[config.mk]
export PLATFORM = sky130hd
export DESIGN_NAME = nbody_pair_scheduler_flat
export DESIGN_NICKNAME = d
export VERILOG_FILES = /design/src/rtl/nbody_pair_scheduler_if.sv /design/src/rtl/nbody_pair_scheduler.sv /design/src/flat_wrapper.sv
export SDC_FILE = /design/constraint.sdc
export NUM_CORES = 1
export LEC_CHECK = 0
export ABC_AREA = 1
export CAP_MARGIN = 5
export CORE_ASPECT_RATIO = 1.4
export CORE_UTILIZATION = 51
export CTS_CLUSTER_SIZE = 28
export DETAILED_ROUTE_END_ITERATION = 8
export PLACE_DENSITY = 0.76
export SYNTH_ARGS = -nofsm -noshare
export SYNTH_HDL_FRONTEND = slang
export SYNTH_SLANG_ARGS = --single-unit
[constraint.sdc]
create_clock -name clk -period 3.4 [get_ports clk]
set_clock_uncertainty 0.15 [all_clocks]
set_input_delay 0.68 -clock clk [delete_from_list [all_inputs] [get_ports clk]]
set_output_delay 0.68 -clock clk [all_outputs]
set_load 0.1 [all_outputs]
[src/rtl/nbody_pair_scheduler_if.sv]
// Handshake bundle between the pair scheduler and the force / update datapaths.
// The master side issues pairs and update slots; the slave side returns ready.
interface nbody_pair_scheduler_if #(
  parameter int BODY_ADDR_WIDTH = 9
);
  logic                       pair_valid;
  logic                       pair_ready;
  logic [BODY_ADDR_WIDTH-1:0] pair_i;
  logic [BODY_ADDR_WIDTH-1:0] pair_j;
  logic                       pair_first;
  logic                       pair_last;
  logic                       upd_valid;
  logic                       upd_ready;
  logic [BODY_ADDR_WIDTH-1:0] upd_idx;

  modport master (
    output pair_valid, pair_i, pair_j, pair_first, pair_last, upd_valid, upd_idx,
    input  pair_ready, upd_ready
  );

  modport slave (
    input  pair_valid, pair_i, pair_j, pair_first, pair_last, upd_valid, upd_idx,
    output pair_ready, upd_ready
  );
endinterface

[src/rtl/nbody_pair_scheduler.sv]
// Sequences one n-body run: (i,j) force pairs, pipeline drain, per-body update slots, per step.
// Define NBODY_SCHED_SYMMETRIC_EN to issue only j>i pairs (datapath applies equal and opposite force).
module nbody_pair_scheduler #(
  parameter int BODY_ADDR_WIDTH = 9,
  parameter int LATENCY         = 122,
  parameter int UPD_LATENCY     = 11,
  parameter int STEP_WIDTH      = 16
) (
  input  logic                      clk,
  input  logic                      rst,
  input  logic                      go,
  input  logic [BODY_ADDR_WIDTH:0]  n_bodies,
  input  logic [STEP_WIDTH-1:0]     steps,
  nbody_pair_scheduler_if.master    sched,
  output logic                      busy,
  output logic                      done,
  output logic [STEP_WIDTH-1:0]     step_count
);
  localparam int AW       = BODY_ADDR_WIDTH;
  localparam int NW       = BODY_ADDR_WIDTH + 1;
  localparam int WAIT_MAX = (LATENCY > UPD_LATENCY) ? LATENCY : UPD_LATENCY;
  localparam int WW       = $clog2(WAIT_MAX + 1);
  localparam logic [WW-1:0] DRAIN_LAST  = WW'(LATENCY - 1);
  localparam logic [WW-1:0] SETTLE_LAST = WW'(UPD_LATENCY - 1);

  typedef enum logic [2:0] {
    IDLE   = 3'd0,
    PAIRS  = 3'd1,
    DRAIN  = 3'd2,
    UPDATE = 3'd3,
    SETTLE = 3'd4,
    DONE   = 3'd5
  } state_t;

  state_t                state_r, state_nxt_s;
  logic [AW-1:0]         i_r, j_r, u_r, i_nxt_s, j_nxt_s, u_nxt_s;
  logic [NW-1:0]         n_r, n_nxt_s, n_m1_s, n_m2_s, fn_m1_s, fn_m2_s;
  logic [STEP_WIDTH-1:0] s_r, s_nxt_s, step_r, step_nxt_s;
  logic [WW-1:0]         wait_r, wait_nxt_s;
  logic                  pair_valid_r, pair_first_r, pair_last_r, upd_valid_r, busy_r, done_r;
  logic                  first_nxt_s, last_nxt_s, pair_fire_s, upd_fire_s, final_pair_s, abort_s;

  assign pair_fire_s = pair_valid_r && sched.pair_ready;
  assign upd_fire_s  = upd_valid_r && sched.upd_ready;
  assign n_m1_s      = n_r - NW'(1);
  assign n_m2_s      = n_r - NW'(2);
  assign abort_s     = !go && (state_r inside {PAIRS, DRAIN, UPDATE, SETTLE});
`ifdef NBODY_SCHED_SYMMETRIC_EN
  assign final_pair_s = pair_last_r && ({1'b0, i_r} == n_m2_s);
`else
  assign final_pair_s = pair_last_r && ({1'b0, i_r} == n_m1_s);
`endif

  // FSM state register
  always_ff @(posedge clk) begin
    if (rst) begin
      state_r <= IDLE;
    end else begin
      state_r <= state_nxt_s;
    end
  end

  // Next state and counter updates; abort overrides every busy state
  always_comb begin
    state_nxt_s = state_r;
    i_nxt_s     = i_r;
    j_nxt_s     = j_r;
    u_nxt_s     = u_r;
    n_nxt_s     = n_r;
    s_nxt_s     = s_r;
    step_nxt_s  = step_r;
    wait_nxt_s  = wait_r;
    if (abort_s) begin
      state_nxt_s = IDLE;
    end else begin
      case (state_r)
        IDLE: begin
          if (go) begin
            step_nxt_s = STEP_WIDTH'(0);
            if ((n_bodies >= NW'(2)) && (steps != STEP_WIDTH'(0))) begin
              state_nxt_s = PAIRS;
              n_nxt_s     = n_bodies;
              s_nxt_s     = steps;
              i_nxt_s     = AW'(0);
              j_nxt_s     = AW'(1);
            end else begin
              state_nxt_s = DONE;
            end
          end else begin
            state_nxt_s = IDLE;
          end
        end
        PAIRS: begin
          if (!pair_fire_s) begin
            state_nxt_s = PAIRS;
          end else if (final_pair_s) begin
            state_nxt_s = DRAIN;
            wait_nxt_s  = WW'(0);
          end else if (pair_last_r) begin
            i_nxt_s = i_r + AW'(1);
`ifdef NBODY_SCHED_SYMMETRIC_EN
            j_nxt_s = i_r + AW'(2);
`else
            j_nxt_s = AW'(0);
`endif
          end else begin
`ifdef NBODY_SCHED_SYMMETRIC_EN
            j_nxt_s = j_r + AW'(1);
`else
            // step over the self-pair
            if ((j_r + AW'(1)) == i_r) begin
              j_nxt_s = j_r + AW'(2);
            end else begin
              j_nxt_s = j_r + AW'(1);
            end
`endif
          end
        end
        DRAIN: begin
          if (wait_r == DRAIN_LAST) begin
            state_nxt_s = UPDATE;
            u_nxt_s     = AW'(0);
          end else begin
            wait_nxt_s = wait_r + WW'(1);
          end
        end
        UPDATE: begin
          if (upd_fire_s && ({1'b0, u_r} == n_m1_s)) begin
            state_nxt_s = SETTLE;
            step_nxt_s  = step_r + STEP_WIDTH'(1);
            wait_nxt_s  = WW'(0);
          end else if (upd_fire_s) begin
            u_nxt_s = u_r + AW'(1);
          end else begin
            state_nxt_s = UPDATE;
          end
        end
        SETTLE: begin
          if ((wait_r == SETTLE_LAST) && (step_r == s_r)) begin
            state_nxt_s = DONE;
          end else if (wait_r == SETTLE_LAST) begin
            state_nxt_s = PAIRS;
            i_nxt_s     = AW'(0);
            j_nxt_s     = AW'(1);
          end else begin
            wait_nxt_s = wait_r + WW'(1);
          end
        end
        DONE: begin
          if (!go) begin
            state_nxt_s = IDLE;
          end else begin
            state_nxt_s = DONE;
          end
        end
        default: begin
          state_nxt_s = IDLE;
        end
      endcase
    end
  end

  // Accumulator clear/commit flags for the pair about to be presented
  always_comb begin
    fn_m1_s = n_nxt_s - NW'(1);
    fn_m2_s = n_nxt_s - NW'(2);
`ifdef NBODY_SCHED_SYMMETRIC_EN
    first_nxt_s = ({1'b0, j_nxt_s} == ({1'b0, i_nxt_s} + NW'(1)));
    last_nxt_s  = ({1'b0, j_nxt_s} == fn_m1_s);
`else
    first_nxt_s = (j_nxt_s == AW'(0)) || ((i_nxt_s == AW'(0)) && (j_nxt_s == AW'(1)));
    if ({1'b0, i_nxt_s} == fn_m1_s) begin
      last_nxt_s = ({1'b0, j_nxt_s} == fn_m2_s);
    end else begin
      last_nxt_s = ({1'b0, j_nxt_s} == fn_m1_s);
    end
`endif
  end

  // Counters, latched run parameters and registered outputs
  always_ff @(posedge clk) begin
    if (rst) begin
      i_r          <= AW'(0);
      j_r          <= AW'(0);
      u_r          <= AW'(0);
      n_r          <= NW'(0);
      s_r          <= STEP_WIDTH'(0);
      step_r       <= STEP_WIDTH'(0);
      wait_r       <= WW'(0);
      pair_valid_r <= 1'b0;
      pair_first_r <= 1'b0;
      pair_last_r  <= 1'b0;
      upd_valid_r  <= 1'b0;
      busy_r       <= 1'b0;
      done_r       <= 1'b0;
    end else begin
      i_r          <= i_nxt_s;
      j_r          <= j_nxt_s;
      u_r          <= u_nxt_s;
      n_r          <= n_nxt_s;
      s_r          <= s_nxt_s;
      step_r       <= step_nxt_s;
      wait_r       <= wait_nxt_s;
      pair_valid_r <= (state_nxt_s == PAIRS);
      pair_first_r <= (state_nxt_s == PAIRS) && first_nxt_s;
      pair_last_r  <= (state_nxt_s == PAIRS) && last_nxt_s;
      upd_valid_r  <= (state_nxt_s == UPDATE);
      busy_r       <= (state_nxt_s inside {PAIRS, DRAIN, UPDATE, SETTLE});
      done_r       <= (state_nxt_s == DONE);
    end
  end

  assign sched.pair_valid = pair_valid_r;
  assign sched.pair_i     = i_r;
  assign sched.pair_j     = j_r;
  assign sched.pair_first = pair_first_r;
  assign sched.pair_last  = pair_last_r;
  assign sched.upd_valid  = upd_valid_r;
  assign sched.upd_idx    = u_r;
  assign busy             = busy_r;
  assign done             = done_r;
  assign step_count       = step_r;
endmodule

[src/flat_wrapper.sv]
// flat-port wrapper written by rule: the top's interface ports become plain ports
module nbody_pair_scheduler_flat 
#(
  parameter int BODY_ADDR_WIDTH = 9,
  parameter int LATENCY         = 122,
  parameter int UPD_LATENCY     = 11,
  parameter int STEP_WIDTH      = 16
)
  (clk, rst, go, n_bodies, steps, busy, done, step_count, sched_pair_valid, sched_pair_i, sched_pair_j, sched_pair_first, sched_pair_last, sched_upd_valid, sched_upd_idx, sched_pair_ready, sched_upd_ready);
  nbody_pair_scheduler_if #(.BODY_ADDR_WIDTH(BODY_ADDR_WIDTH)) sched_i ();
  input  logic clk;
  input  logic rst;
  input  logic go;
  input  logic [BODY_ADDR_WIDTH:0] n_bodies;
  input  logic [STEP_WIDTH-1:0] steps;
  output logic busy;
  output logic done;
  output logic [STEP_WIDTH-1:0] step_count;
  output wire logic [$bits(sched_i.pair_valid)-1:0] sched_pair_valid;
  output wire logic [$bits(sched_i.pair_i)-1:0] sched_pair_i;
  output wire logic [$bits(sched_i.pair_j)-1:0] sched_pair_j;
  output wire logic [$bits(sched_i.pair_first)-1:0] sched_pair_first;
  output wire logic [$bits(sched_i.pair_last)-1:0] sched_pair_last;
  output wire logic [$bits(sched_i.upd_valid)-1:0] sched_upd_valid;
  output wire logic [$bits(sched_i.upd_idx)-1:0] sched_upd_idx;
  input wire logic [$bits(sched_i.pair_ready)-1:0] sched_pair_ready;
  input wire logic [$bits(sched_i.upd_ready)-1:0] sched_upd_ready;
  assign sched_pair_valid = sched_i.pair_valid;
  assign sched_pair_i = sched_i.pair_i;
  assign sched_pair_j = sched_i.pair_j;
  assign sched_pair_first = sched_i.pair_first;
  assign sched_pair_last = sched_i.pair_last;
  assign sched_upd_valid = sched_i.upd_valid;
  assign sched_upd_idx = sched_i.upd_idx;
  assign sched_i.pair_ready = sched_pair_ready;
  assign sched_i.upd_ready = sched_upd_ready;
  nbody_pair_scheduler #(.BODY_ADDR_WIDTH(BODY_ADDR_WIDTH), .LATENCY(LATENCY), .UPD_LATENCY(UPD_LATENCY), .STEP_WIDTH(STEP_WIDTH)) u_core (.clk(clk), .rst(rst), .go(go), .n_bodies(n_bodies), .steps(steps), .sched(sched_i), .busy(busy), .done(done), .step_count(step_count));
endmodule
==> results of run 1 <==
## cell usage in the layout (no fill, tap or decap), types with 25 or more instances in the layout
cell type / n
nand3_1: 64
nand2_2: 28
nor2_1: 112
xor2_1: 32
o21ai_0: 30
dfxtp_1: 74
inv_1: 119
nand4_1: 25
buf_4: 195
nand2_1: 262
a21oi_1: 45
## logic make-up after synthesis
| logic type | synth area share |
|---|---|
| simple gates | 0.429 |
| compound gates | 0.101 |
| flops | 0.282 |
| xor+xnor | 0.0712 |
| fa+ha+maj | 0.0228 |
| buf+inv | 0.0942 |
## final cells by class
cell class / instances / share of cell area
Multi-Input combinational cell: 749 / 0.473
Timing Repair Buffer: 236 / 0.213
Sequential cell: 85 / 0.199
Inverter: 134 / 0.0592
Clock buffer: 10 / 0.0266
Tap cell: 144 / 0.0209
Clock inverter: 6 / 0.00813
## state kept, by name, indices dropped and copies added, names as in the netlist, 3 cells and up
signal	count
u_core.wait_r	7
u_core.state_r	3
u_core.step_count	16
u_core.sched.pair_i	9
u_core.s_r	16
u_core.sched.pair_j	9
u_core.n_r	10
u_core.sched.upd_idx	9
## final timing paths
check             cells after the start                endpoint              start  slack, ns
setup / recovery                     23  u_core.sched.pair_last        n_bodies[7]      -0.08
hold / removal                        2           u_core.s_r[6]      u_core.s_r[6]       0.33
setup reg to reg                     23  u_core.sched.pair_last  u_core.state_r[0]      -0.03
hold reg to reg                       2           u_core.s_r[6]      u_core.s_r[6]       0.33
## layer usage
layer	GRT usage	share of wire
met2	0.656	0.51
met1	0.329	0.37
met3	0.0399	0.043
met4	0.242	0.076
met5	0	0
## power groups by stage
stage	sequential, W	clock (W)	combinational (W)
after floorplan	0.00116	0	0.000626
after global placement	0.00110	0	0.00112
after detailed placement	0.00110	0	0.00113
after CTS	0.00108	0.00101	0.00122
after global routing	0.00108	0.00105	0.00144
final	0.00108	0.00101	0.00135
## critical path, cell delays in order
cell             delay, ns
clkdlybuf4s15_1       0.21
nor2_1                0.06
nand4_1               0.18
nand3_4               0.17
buf_6                 0.18
buf_6                 0.12
o21ai_4               0.21
buf_6                 0.15
nand3_4               0.10
inv_4                 0.08
nand2_4               0.05
o21bai_1              0.17
nand2_1               0.12
nand3_2               0.09
nand2_2               0.09
nor2_4                0.23
buf_12                0.15
nand4_1               0.15
nand3_1               0.13
nand2_1               0.06
nor2_1                0.09
nand2_1               0.05
nor2_1                0.09
## through the flow
step	power (W)	setup WS, ns
floorplan	0.00178	0.00240
global placement	0.00222	-0.682
detailed placement	0.00222	-0.727
CTS	0.00331	0.00332
global route	0.00358	-0.241
finish	0.00343	-0.0845
## repair_timing
action	in CTS	in global routing
endpoints found under the setup margin	1	6
setup buffers	12	12
gates cloned	2	0
gates resized for setup	85	70
pin swaps	48	62
hold buffers	0	0
==> out/results.ini, run 1 <==
[yosys]
synthTopCellsByCount = nand2_1 (288), inv_1 (126), nor2_1 (126)
ys.flop_type = dfxtp_1
synthTopCellsByArea = dfxtp_1 (28%), nand2_1 (18%), inv_1 (7.8%), nor2_1 (7.8%), nand3_1 (5.9%)
yosysWarnings = 0
ys_seq_area_frac = 0.282
avgSynthCellArea_um2 = 6.16
synth_cell_types = 42
ys_ff_latch = 85
yosys.area.top_type = dfxtp_1
synth_nets = 1021
netlist_area_um2 = 6030
syn_inst = 979
synthArstFlopShare = 0
synth_most_common_cell = nand2_1
synth-edff-count = 0
synth_top_area_frac = 0.282

[floorplan]
design.core.area_um2 = 11400
die_w_um = 93.9
fp.dieH_um = 131
dieArea_um2 = 12300
start_util = 0.529
ios = 80
rows = 46

[layout]
finish.instance_area_um2 = 8620
drive_above_1_share = 0.290
fillers = 937
post-route-util = 0.756
multi_input_area_um2 = 4080
syn_to_final_growth_pct = 43.0
fin_cells = 1364
seq_area_um2 = 1720
final_nets = 1257
antenna_cells = 0

[clocking]
cts.sinks = 85
cts_tree = built
clk_pin_slew_ns = 0.07
htreeDepth = 3
clock_latency_ns = 0.34
clockBufferDepth = 2
cts_buffers = 9
clock-root-buffer = clkbuf_16

[drt]
vias = 7350
first_pass_iters = 7
route.detailed.drc = 1
drtIter0Drc = 396
wl_per_cell_um = 15.7
avgViaCountPerCell = 5.39
finalWirelength_mm = 21.4
ant_nets = 0

[critical_path]
end_kind = flop
cp_max_fo = 8
cp_data_required_time_ns = 3.53
cp.arrival_ns = 3.61
worstSetupPathType = in2reg
start_kind = input pin

[run_status]
status = finished, violations left
violations = design-rule violations, negative setup slack

[global_route]
grt_use_total = 0.339
grt_max_degree = 49
antenna_found_initial = 0
grt-ovfl-total = 0
grt_pass1_vias = 6832
grt_pass1_wl_mm = 32.0

[worst_hold_path]
hold_path_class = reg2reg

[place]
place.gp.congestion = 1.03
placed_area_um2 = 7870
portBuffers = 79
dp_hpwl_mm = 15.9
place_inst = 1322

[power_and_ir_drop]
switchingPower_w = 0.00127
clkPwrFrac = 0.293
p_sw_frac = 0.370
power.density_nw_per_um2 = 398
power.leakage_nw = 4.10
pwr-share-comb = 0.392
p_int_w = 0.00216
seq_power_share = 0.314
max-vdd-ir-drop_mv = 0.272

[flow_run]
drv_cap = 0

[timing]
min_period_over_period = 1.02
holdWs_ns = 0.328
max_freq_mhz = 287
setup_tns_ns = -0.0845
relSlewSlack = 0.546
worst_pin_slew_ns = 0.674
setup_viol = 1
hold_violations = 0
drv_slew = 0
finalWorstSetupSlack_ns = -0.0845
grt_setup_unrepaired = yes
post-route-min-period_ns = 3.48

No activity file was read; power rests on OpenSTA's default activity.
==> inputs of run 2 (changes only) <==
Settings changed: CORE_UTILIZATION 51 to 59, DONT_BUFFER_PORTS from default to 1.
==> run 2 against run 1 <==
The run now ends clean. Flip-flop and latch count stayed put. Highest routed layer unchanged. Count of clock-buffer cells in the layout increased by 2. Critical endpoint unchanged. Register-to-register slack improved by 0.14 ns. Utilization up 2.7 points. Design area is 10% lower. Sequential power about the same. Cell count fell by 8.9%. Wire length down 10%. Sequential share of layout area is 2.2 points higher. Via count is 6.5% lower. First-iteration DRC count decreased by 3.5%. Die area is 13% lower.
==> out/results.ini, run 2 (synthesized netlist as in run 1, its figures left out) <==
[run_status]
status = finished clean  ; was finished, violations left

[clocking]
cts_tree = built  ; unchanged
clockBufferDepth = 2  ; unchanged
clk_pin_slew_ns = 0.06  ; was 0.07 ns
clock_latency_ns = 0.35  ; was 0.34 ns
cts.sinks = 85  ; unchanged
clock-root-buffer = clkbuf_16  ; unchanged
cts_hold_buf = 0  ; unchanged
htreeDepth = 3  ; unchanged
cts_buffers = 9  ; unchanged

[power_and_ir_drop]
power.leakage_nw = 3.57  ; was 4.10 nW
max-vdd-ir-drop_mv = 0.342  ; was 0.272 mV
report.power.total_w = 0.00328  ; was 0.00343 W
power.density_nw_per_um2 = 423  ; was 398 nW/um^2

[drt]
drtIter0Drc = 382  ; was 396
avgViaCountPerCell = 5.53  ; was 5.39
ant_nets = 0  ; unchanged
vias = 6872  ; was 7350
first_pass_iters = 5  ; was 7
wl_per_cell_um = 15.5  ; was 15.7 um
finalWirelength_mm = 19.2  ; was 21.4 mm
route.detailed.drc = 0  ; was 1

[timing]
grt_setup_unrepaired = yes  ; unchanged
drv_slew = 0  ; unchanged
max_freq_mhz = 304  ; was 287 MHz
min_period_over_period = 0.966  ; was 1.02
post-route-min-period_ns = 3.29  ; was 3.48 ns
hold_violations = 0  ; unchanged
setup_viol = 0  ; was 1
finalWorstSetupSlack_ns = 0.114  ; was -0.0845 ns
worst_pin_slew_ns = 0.944  ; was 0.674 ns
holdWs_ns = 0.242  ; was 0.328 ns
setup_tns_ns = 0  ; was -0.0845 ns
relSlewSlack = 0.370  ; was 0.546

[layout]
drive_above_1_share = 0.231  ; was 0.290
final_nets = 1144  ; was 1257
finish.instance_area_um2 = 7750  ; was 8620 um^2
syn_to_final_growth_pct = 28.6  ; was 43.0%
antenna_cells = 0  ; unchanged
final_cell_mix = nand2_1 (259), inv_1 (121), buf_4 (118), nor2_1 (114), dfxtp_1 (74)  ; was nand2_1 (262), buf_4 (195), inv_1 (119), nor2_1 (112), dfxtp_1 (74)
layout_commonest_cell = nand2_1  ; unchanged

[critical_path]
worstSetupPathType = reg2reg  ; was in2reg
cp_common_cell = nand2_1
cp_max_fo = 5  ; was 8
end_kind = flop  ; unchanged
cp_slowest_stage_delay_ns = 0.33  ; was 0.23 ns
cpMaxStageDelayCell = dfxtp_2  ; was nor2_4
worstReg2RegStart = u_core.n_r[1]  ; was u_core.state_r[0]
worst_r2r_endpoint = u_core.sched.pair_last  ; unchanged
start_kind = flop  ; was input pin
critPathLaunch = u_core.n_r[1]  ; was n_bodies[7]
ff2ff_path_depth = 29  ; was 23
cp-endpoint = u_core.sched.pair_last  ; unchanged
cp.arrival_ns = 3.42  ; was 3.61 ns
rrSetupSlack_ns = 0.11  ; was -0.03 ns
cp_data_required_time_ns = 3.54  ; was 3.53 ns

[worst_hold_path]
hold_path_class = in2reg  ; was reg2reg

[floorplan]
die_w_um = 87.4  ; was 93.9 um
rows = 43  ; was 46
design.core.area_um2 = 9900  ; was 11400 um^2
start_util = 0.609  ; was 0.529
dieArea_um2 = 10600  ; was 12300 um^2
ios = 80  ; unchanged
fp.dieH_um = 122  ; was 131 um

[global_route]
grt_pass1_vias = 6606  ; was 6832
antenna_found_initial = 0  ; unchanged
grt_use_total = 0.368  ; was 0.339
grt_pass1_wl_mm = 29.9  ; was 32.0 mm
grt-ovfl-total = 0  ; unchanged
grt_max_degree = 51  ; was 49

[place]
placed_area_um2 = 7070  ; was 7870 um^2
dp_hpwl_mm = 15.0  ; was 15.9 mm
portBuffers = 0  ; was 79
place.gp.congestion = 1.05  ; was 1.03
place_ws_ns = -0.265  ; was -0.727 ns

[flow_run]
drv_cap = 0  ; unchanged

run 2: cell types whose count changed in the layout (fill, tap and decap cells not counted), moves of 3 or more:
cell / change
clkbuf_2: -10
clkdlybuf4s50_1: -3
nand2_4: -4
buf_4: -77
nand2_2: +7
nand2_1: -3
buf_6: -7
clkdlybuf4s15_1: -13
buf_2: -4
nand3_1: -3
run 2: final cells by class:
cell class / instances / area, um^2
repair buffers: 124 / 993
fillers: 843 / 2150
well taps: 135 / 169
flip-flops and latches: 85 / 1720
multi-input cells: 748 / 4060
clock buffers: 12 / 256
clock inverters: 4 / 55.1
inverters: 134 / 508
run 2: routing by layer:
| layer | wire, um | track usage |
|---|---|---|
| met3 | 1120 | 0.0650 |
| met5 | 0 | 0 |
| met1 | 6690 | 0.353 |
| met4 | 1450 | 0.270 |
| met2 | 9940 | 0.687 |
run 2: how the worst min path moves through the flow:
stage             startpoint            end  slack [ns]  cells past startpoint
3_5_place_dp   u_core.s_r[6]  u_core.s_r[6]        0.31                      2
4_1_cts                  rst  u_core.s_r[1]        0.24                      1
6_report                 rst  u_core.s_r[1]        0.24                      1
3_3_place_gp   u_core.s_r[4]  u_core.s_r[4]        0.31                      2
5_1_grt                  rst  u_core.s_r[1]        0.23                      1
2_1_floorplan  u_core.s_r[7]  u_core.s_r[7]        0.29                      2
run 2: per-stage QoR:
| step | util | cells |
|---|---|---|
| after floorplan | - | 979 |
| final | 0.783 | 1242 |
| after detailed placement | 0.714 | 1216 |
| after global routing | 0.783 | 1242 |
| after CTS | 0.747 | 1233 |
| after global placement | 0.714 | 1216 |
run 2: what timing repair did:
action	CTS	global route
pin swaps	2	42
gates resized for setup	1	73
endpoints found under the setup margin	1	9
gates cloned	1	1
buffers inserted	0	8
run 2: power by group:
| part | internal (W) | switching [W] |
|---|---|---|
| Combinational | 0.000449 | 0.000690 |
| Sequential | 0.00104 | 0.0000685 |
| Clock | 0.000614 | 0.000416 |
| Total | 0.00210 | 0.00117 |
run 2: worst max-delay path: cells and delay by family (launching register included):
family	cells	cell delay, ns
flops	1	0.33
fa+ha+maj	1	0.29
buf+inv	3	0.28
simple gates	25	2.18
==> inputs of run 3 (changes only) <==
Settings changed: CORE_UTILIZATION 59 to 37, PLACE_DENSITY 0.76 to 0.49, SETUP_SLACK_MARGIN from default to 0.4.
Clock period 3.4 ns to 3.1 ns, I/O delays scaled along.
==> run 3 against run 2 <==
The run now ends with negative setup slack left. Largest power group unchanged. Clock power increased by 9%. Cell count increased by 15%. Sequential power increased by 9%. Combinational power increased by 36%. Largest cell class unchanged.
==> out/results.ini, run 3 (synthesized netlist as in run 1, its figures left out) <==
[power_and_ir_drop]
switchingPower_w = 0.00142  ; was 0.00117 W
clkPwrFrac = 0.289  ; was 0.314
seq_power_share = 0.312  ; was 0.338
power.density_nw_per_um2 = 407  ; was 423 nW/um^2
max-vdd-ir-drop_mv = 0.280  ; was 0.342 mV
power.leakage_nw = 4.36  ; was 3.57 nW
p_int_w = 0.00245  ; was 0.00210 W
pwr-share-comb = 0.399  ; was 0.348
p_sw_frac = 0.368  ; was 0.358

[clocking]
cts.sinks = 85  ; unchanged
clk_pin_slew_ns = 0.06  ; about the same
cts_buffers = 9  ; unchanged
clockBufferDepth = 2  ; unchanged
cts_tree = built  ; unchanged
clock_latency_ns = 0.36  ; was 0.35 ns
htreeDepth = 3  ; unchanged
cts_hold_buf = 0  ; unchanged
clock-root-buffer = clkbuf_16  ; unchanged

[place]
dp_hpwl_mm = 17.7  ; was 15.0 mm
portBuffers = 0  ; unchanged
place.gp.congestion = 0.933  ; was 1.05
place_ws_ns = -0.542  ; was -0.265 ns

[floorplan]
ios = 80  ; unchanged
start_util = 0.383  ; was 0.609
design.core.area_um2 = 15700  ; was 9900 um^2
dieArea_um2 = 16800  ; was 10600 um^2
rows = 54  ; was 43
die_w_um = 110  ; was 87.4 um
fp.dieH_um = 153  ; was 122 um

[global_route]
grt-ovfl-total = 0  ; unchanged
grt_max_degree = 51  ; unchanged
grt_use_total = 0.273  ; was 0.368
grt_pass1_vias = 6921  ; was 6606
grt_pass1_wl_mm = 34.5  ; was 29.9 mm
antenna_found_initial = 0  ; unchanged

[critical_path]
critPathBufInv = 6  ; was 3
cp_max_fo = 6  ; was 5
cp_data_required_time_ns = 3.24  ; was 3.54 ns
end_kind = flop  ; unchanged
cp_common_cell = nand2_1  ; unchanged
worstSetupPathType = in2reg  ; was reg2reg
cp.arrival_ns = 3.43  ; was 3.42 ns
cpMaxStageDelayCell = nor2_8  ; was dfxtp_2
cp_slowest_stage_delay_ns = 0.19  ; was 0.33 ns
start_kind = input pin  ; was flop
critPathTopFamily = simple AND/OR/NAND/NOR gates  ; unchanged

[layout]
final_cell_mix = nand2_1 (236), buf_4 (206), inv_1 (111), nor2_1 (101), nand3_1 (53)  ; was nand2_1 (259), inv_1 (121), buf_4 (118), nor2_1 (114), dfxtp_1 (74)
antenna_cells = 0  ; unchanged
fillers = 1604  ; was 843
seq_area_um2 = 1790  ; was 1720 um^2
drive_above_1_share = 0.421  ; was 0.231
multi_input_area_um2 = 4580  ; was 4060 um^2
final_nets = 1272  ; was 1144
syn_to_final_growth_pct = 57.8  ; was 28.6%
layout_commonest_cell = nand2_1  ; unchanged

[worst_hold_path]
hold_path_class = in2reg  ; unchanged

[drt]
finalWirelength_mm = 22.9  ; was 19.2 mm
wl_per_cell_um = 16.0  ; was 15.5 um
drtIter0Drc = 292  ; was 382
first_pass_iters = 5  ; unchanged
ant_nets = 0  ; unchanged
avgViaCountPerCell = 5.00  ; was 5.53
vias = 7161  ; was 6872
route.detailed.drc = 0  ; unchanged

[timing]
setup_viol = 4  ; was 0
hold_violations = 0  ; unchanged
holdWs_ns = 0.183  ; was 0.242 ns
worst_pin_slew_ns = 0.941  ; was 0.944 ns
relSlewSlack = 0.372  ; was 0.370
post-route-min-period_ns = 3.28
finalWorstSetupSlack_ns = -0.184  ; was 0.114 ns
drv_slew = 0  ; unchanged
min_period_over_period = 1.06
max_freq_mhz = 304
grt_setup_unrepaired = yes  ; unchanged

[flow_run]
drv_cap = 0  ; unchanged

[run_status]
violations = negative setup slack
status = finished, violations left  ; was finished clean

[run 3: worst paths after layout]
check,end,start,cells after the start,slack [ns]
setup / recovery,u_core.sched.pair_last,steps[12],27,-0.18
hold / removal,u_core.sched.pair_j[2],rst,1,0.18
setup reg to reg,u_core.sched.pair_last,u_core.state_r[0],25,-0.16
hold reg to reg,u_core.s_r[8],u_core.s_r[8],2,0.32
[run 3: power groups by stage]
stage	combinational, W	clock, W	sequential [W]
2_1_floorplan	0.000708	0	0.00127
3_3_place_gp	0.00129	0	0.00123
3_5_place_dp	0.00129	0	0.00123
4_1_cts	0.00140	0.00114	0.00120
5_1_grt	0.00169	0.00119	0.00121
6_report	0.00155	0.00112	0.00121
[run 3: area by class of cell]
class / instances / share of cell area
Tap cell: 196 / 0.0258
Timing Repair Buffer: 252 / 0.219
Multi-Input combinational cell: 748 / 0.482
Sequential cell: 85 / 0.188
Clock inverter: 6 / 0.00723
Clock buffer: 10 / 0.0241
Inverter: 134 / 0.0537
[run 3: stage by stage]
step	TNS (ns)	util	area [um^2]	total power, W	instances
finish	-0.255	0.604	9510	0.00387	1431
global route	-3.21	0.604	9510	0.00409	1431
CTS	-0.171	0.558	8780	0.00375	1406
detailed placement	-0.758	0.506	7970	0.00252	1364
global placement	-0.766	0.506	7970	0.00251	1364
floorplan	-0.197	-	6270	0.00197	979
[run 3: worst register-to-register path, delay by kind of cell, from the launching register on]
family	cells	cell delay [ns]
and+or+nand+nor	19	2.05
DFF	1	0.34
AOI/OAI and AO/OA	1	0.10
buffers and inverters	4	0.39
adders and majority gates	1	0.18
[run 3: repair_timing]
action / 4_1_cts / 5_1_grt
resized for setup: 87 / 151
setup buffers: 24 / 25
gates cloned: 2 / 0
setup endpoints to repair: 27 / 45
pin swaps: 48 / 50
[run 3: layer usage]
metal / share of wire / routed length (um) / GRT usage / up-vias
li1: - / - / - / 3655
met3: 0.039 / 897 / 0.0478 / 57
met4: 0.044 / 1010 / 0.123 / 0
met1: 0.36 / 8210 / 0.265 / 3291
met5: 0 / 0 / 0 / -
met2: 0.56 / 12800 / 0.535 / 158
